## src/rtl/riscuinho_fpu_arbiter.sv

```systemverilog
// Round-robin arbiter sharing one FPU among NUM_CORES RISCuinho cores (IDLE -> BUSY -> RESP).
// Optional watchdog on the FPU handshake is built when FPU_ARB_TIMEOUT_EN is defined.
module riscuinho_fpu_arbiter #(
    parameter int NUM_CORES      = 2,
    parameter int XLEN           = 32,
    parameter int OP_W           = 3,
    parameter int TIMEOUT_CYCLES = 64
) (
    input  logic                      clk,
    input  logic                      rst,
    input  logic [NUM_CORES-1:0]      core_req,
    input  logic [NUM_CORES*XLEN-1:0] core_op_a,
    input  logic [NUM_CORES*XLEN-1:0] core_op_b,
    input  logic [NUM_CORES*OP_W-1:0] core_op,
    output logic [NUM_CORES-1:0]      core_done,
    output logic [NUM_CORES-1:0]      core_err,
    output logic [NUM_CORES*XLEN-1:0] core_result,
    output logic [((NUM_CORES <= 2) ? 1 : $clog2(NUM_CORES))-1:0] grant_id,
    output logic                      busy,
    output logic                      fpu_req,
    output logic [XLEN-1:0]           fpu_op_a,
    output logic [XLEN-1:0]           fpu_op_b,
    output logic [OP_W-1:0]           fpu_op,
    input  logic                      fpu_ack,
    input  logic [XLEN-1:0]           fpu_result
);
    localparam int GW = (NUM_CORES <= 2) ? 1 : $clog2(NUM_CORES);

    // Handshake: a core holds core_req and its operands stable until its one-cycle
    // core_done pulse; the FPU sees fpu_req held high until it returns fpu_ack.
    typedef enum logic [1:0] {
        S_IDLE = 2'd0,
        S_BUSY = 2'd1,
        S_RESP = 2'd2
    } state_t;

    state_t          state, state_next;
    logic [GW-1:0]   last_grant;
    logic [GW-1:0]   win_idx;
    logic            win_found;
    logic            expired;
    logic            err_q;

`ifdef FPU_ARB_TIMEOUT_EN
    localparam int CW = $clog2(TIMEOUT_CYCLES + 1);
    logic [CW-1:0] tmo_cnt;

    assign expired = (state == S_BUSY) && (tmo_cnt == CW'(TIMEOUT_CYCLES));

    always_ff @(posedge clk) begin
        if (rst || state != S_BUSY) begin
            tmo_cnt <= '0;
        end else begin
            tmo_cnt <= tmo_cnt + 1'b1;
        end
    end
`else
    logic unused_timeout;
    assign unused_timeout = (TIMEOUT_CYCLES > 0);
    assign expired        = 1'b0;
`endif

    // Search begins just after the previous winner, so the last finisher ranks lowest.
    always_comb begin
        win_found = 1'b0;
        win_idx   = '0;
        for (int i = 1; i <= NUM_CORES; i++) begin
            if (!win_found && core_req[(int'(last_grant) + i) % NUM_CORES]) begin
                win_found = 1'b1;
                win_idx   = GW'((int'(last_grant) + i) % NUM_CORES);
            end
        end
    end

    always_ff @(posedge clk) begin
        if (rst) begin
            state <= S_IDLE;
        end else begin
            state <= state_next;
        end
    end

    always_comb begin
        state_next = state;
        case (state)
            S_IDLE:  if (win_found) state_next = S_BUSY;
            S_BUSY:  if (fpu_ack || expired) state_next = S_RESP;
            S_RESP:  state_next = S_IDLE;
            default: state_next = S_IDLE;
        endcase
    end

    always_ff @(posedge clk) begin
        if (rst) begin
            grant_id    <= '0;
            last_grant  <= GW'(NUM_CORES - 1);
            fpu_op_a    <= '0;
            fpu_op_b    <= '0;
            fpu_op      <= '0;
            core_result <= '0;
            err_q       <= 1'b0;
        end else begin
            case (state)
                S_IDLE: begin
                    if (win_found) begin
                        grant_id   <= win_idx;
                        last_grant <= win_idx;
                        fpu_op_a   <= core_op_a[int'(win_idx)*XLEN +: XLEN];
                        fpu_op_b   <= core_op_b[int'(win_idx)*XLEN +: XLEN];
                        fpu_op     <= core_op[int'(win_idx)*OP_W +: OP_W];
                    end
                end
                S_BUSY: begin
                    // An ack in the expiry cycle still counts as a normal completion.
                    if (fpu_ack) begin
                        core_result[int'(grant_id)*XLEN +: XLEN] <= fpu_result;
                        err_q <= 1'b0;
                    end else if (expired) begin
                        core_result[int'(grant_id)*XLEN +: XLEN] <= '0;
                        err_q <= 1'b1;
                    end
                end
                default: ;
            endcase
        end
    end

    // Outputs decode registered state only; no input reaches an output combinationally.
    always_comb begin
        busy      = (state != S_IDLE);
        fpu_req   = (state == S_BUSY);
        core_done = '0;
        core_err  = '0;
        if (state == S_RESP) begin
            core_done[grant_id] = 1'b1;
            core_err[grant_id]  = err_q;
        end
    end

endmodule

```

## config.mk

```make
export PLATFORM = sky130hd
export DESIGN_NAME = riscuinho_fpu_arbiter
export DESIGN_NICKNAME = d
export VERILOG_FILES = /design/src/rtl/riscuinho_fpu_arbiter.sv
export SDC_FILE = /design/constraint.sdc
export NUM_CORES = 1
export LEC_CHECK = 0
export ABC_AREA = 1
export CORE_MARGIN = 8
export CORE_UTILIZATION = 42
export DETAILED_ROUTE_END_ITERATION = 10
export PLACE_DENSITY_LB_ADDON = 0.1
export REMOVE_ABC_BUFFERS = 1
export SLEW_MARGIN = 10
export SYNTH_ARGS = -nofsm -noshare
export SYNTH_HDL_FRONTEND = slang
export SYNTH_SLANG_ARGS = --single-unit
```

## constraint.sdc

```tcl
create_clock -name clk -period 1.2 [get_ports clk]
set_input_delay 0.24 -clock clk [delete_from_list [all_inputs] [get_ports clk]]
set_output_delay 0.24 -clock clk [all_outputs]
set_load 0.01 [all_outputs]
```

==> out/qor.yml <==
io_buffers: 306
synth.distinct_cells: 20
rsz0062_at_grt: "yes"
vdd_drop_max_uv: 1070
p_per_area_mw_per_mm2: 1270
ios: 309
numCtsBuffers: 17
hold_end: "core_result[57]"
critPathBufInv: 3
synth_edf_count: 0
cp_max_fo: 2
routed_wirelength_mm: 25.1
initial_core_util: 0.426
grt_start_max_net_pins: 49
cp_slowest_cell: "dfxtp_2"
first_pass_iters: 4
die_area_mm2: 0.0202
fin_setup_tns_ns: -13.88
critPathLaunchType: "register"
core_mm2: 0.0157
synth_top_area_frac: 0.404
drc: 0
synth_seq_area_share: 0.404
timing.hold.ws_ns: 0.435
antenna_cells: 0
finalMaxSlewViolations: 0
cp_top_family: "buffers and inverters"
timing.final.hold_violations: 0
grt.total_usage: 0.224
cpMostUsedCell: "buf_6"
async_reset_ff_frac: 0
fin_skew_ns: 0.0137
die_h_um: 142
finalCriticalPeriod_ns: 1.47
cp.arrival_ns: 1.23
dp_slack_ns: -0.433
clkSlewWorstSetupHoldPaths_ns: 0.05
nets: 1651
r2r-end: "core_result[0]"
end_kind: "output port"
synth.avg_cell_area_um2: 5.81
rrSetupSlack_ns: -0.24
yosys.area.top_type: "dfxtp_1"
final_area_mm2: 0.0110
area_growth_pct: 63.6
ant_nets: 0
tritoncts: "yes"
yosys_warnings: 0
post_drt_wl_per_cell_um: 14.7
fmax_ghz: 0.680
viasPerCell: 4.41
cts_buffer_depth: 2
syn_inst: 1152
drive_above_1_share: 0.200
dp_cells: 1648
place_hpwl_mm: 16.5
num_vias: 7531
crit_chain: "buf_6, buf_6, nor2_4, buf_6"
power.leakage_nw: 6.04
finalNonFillerCells: 1709
grt_pass1_wl_mm: 35.7
drt_iter0_drc: 374
hold_class: "in2reg"
root_buffer: "clkbuf_16"
synth_most_common_cell: "nand2_1"
power_mw: 13.9
netlist_top_cells_area: "dfxtp_1, nand2_1, nor2_1, inv_1, nand4_1"
r2r-start: "state[1]"
path_class: "reg2out"
gr-total-overflow: 0
grt_pass1_vias: 6779
required_ns: 0.96
cts_sinks: 135
drv_cap: 0
netlist_area_mm2: 0.00669
fin_ws_ns: -0.271
row_count: 46
synth.top_cells.by_count: "nand2_1, nor2_1, inv_1"
violations: "setup timing"
worst_skew_pair.late_latency_ns: 0.42
critPathMaxStageDelay_ns: 0.33
hp-start: "fpu_result[25]"
ff2ff_path_depth: 9
htreeDepth: 4
antenna_found_initial: 0
worst_hold_path.num_cells: 3
synth_top_flop_cell: "dfxtp_1"
gp_congestion: 0.819
status: "finished, violations left"
dieWidth_um: 142
placedInstanceArea_mm2: 0.0102
synth.ff_latch_count: 135
min_period_over_period: 1.23
finalSetupViolations: 107
final_core_util: 0.697
==> layer usage <==
| layer | global-route usage | vias to the layer above | wire length [um] |
|---|---|---|---|
| met5 | 0 | - | 0 |
| met4 | 0.0825 | 0 | 667 |
| met3 | 0.0956 | 40 | 2660 |
| met2 | 0.384 | 285 | 12600 |
| met1 | 0.242 | 3258 | 9240 |
| li1 | - | 3948 | - |
==> worst max-delay path by stage <==
stage | from | end | cells past startpoint
final | state[1] | fpu_req | 4
after global routing | state[1] | fpu_req | 4
after CTS | state[1] | core_done[0] | 4
after detailed placement | core_req[1] | fpu_op_b[2] | 8
after global placement | core_req[1] | fpu_op_b[2] | 8
after floorplan | rst | fpu_op[0] | 3
==> registers in the layout (all words and copies together) (netlist names) <==
register,count
fpu_op,3
fpu_op_a,32
core_result,64
fpu_op_b,32
grant_id,1
last_grant,1
state,2
==> final cells by class <==
cell class	instances	area, um2
fillers	1399	4760
clock buffers	20	467
repair buffers	371	3420
clock inverters	12	125
multi-input cells	749	3160
inverters	206	781
well taps	216	270
flip-flops and latches	135	2720
==> placed cells by master (no fill, tap or decap), drive strengths merged <==
| master | n |
|---|---|
| bufbuf | 1 |
| clkbuf | 27 |
| nand3 | 2 |
| a21oi | 2 |
| inv | 207 |
| bufinv | 2 |
| conb | 2 |
| nor3 | 2 |
| clkdlybuf4s50 | 170 |
| nor2 | 335 |
| buf | 193 |
| nand2 | 373 |
| clkinvlp | 3 |
| dfxtp | 135 |
| nand4 | 33 |
| clkinv | 6 |
==> worst register-to-register path: cells and delay by family (launching register included) <==
| kind | cells | cell delay, ns |
|---|---|---|
| buffers and inverters | 5 | 0.62 |
| and+or+nand+nor | 4 | 0.38 |
| DFF | 1 | 0.33 |
==> kinds of logic (layout without fill, tap and decap cells) <==
kind of cell	Yosys count	count (layout)	share of synthesized area
buf+inv	269	609	0.160
compound gates	2	2	0.00150
other cells	1	2	0.000560
flops	135	135	0.404
simple gates	745	745	0.434
==> report_power, final <==
| part | switching (mW) | total [mW] | leakage [nW] | internal (mW) |
|---|---|---|---|---|
| Sequential | 0.191 | 5.06 | 1.12 | 4.87 |
| Combinational | 1.87 | 3.64 | 4.63 | 1.77 |
| Clock | 2.00 | 5.21 | 0.288 | 3.21 |
==> what timing repair did <==
item                       CTS  global route
setup buffers                9             7
gates resized for setup    590            81
pin swaps                    3            45
gates cloned                 7            10
setup endpoints to repair  227           135
hold buffers                 0             0
Note: power is estimated with default switching activity, not from simulation.
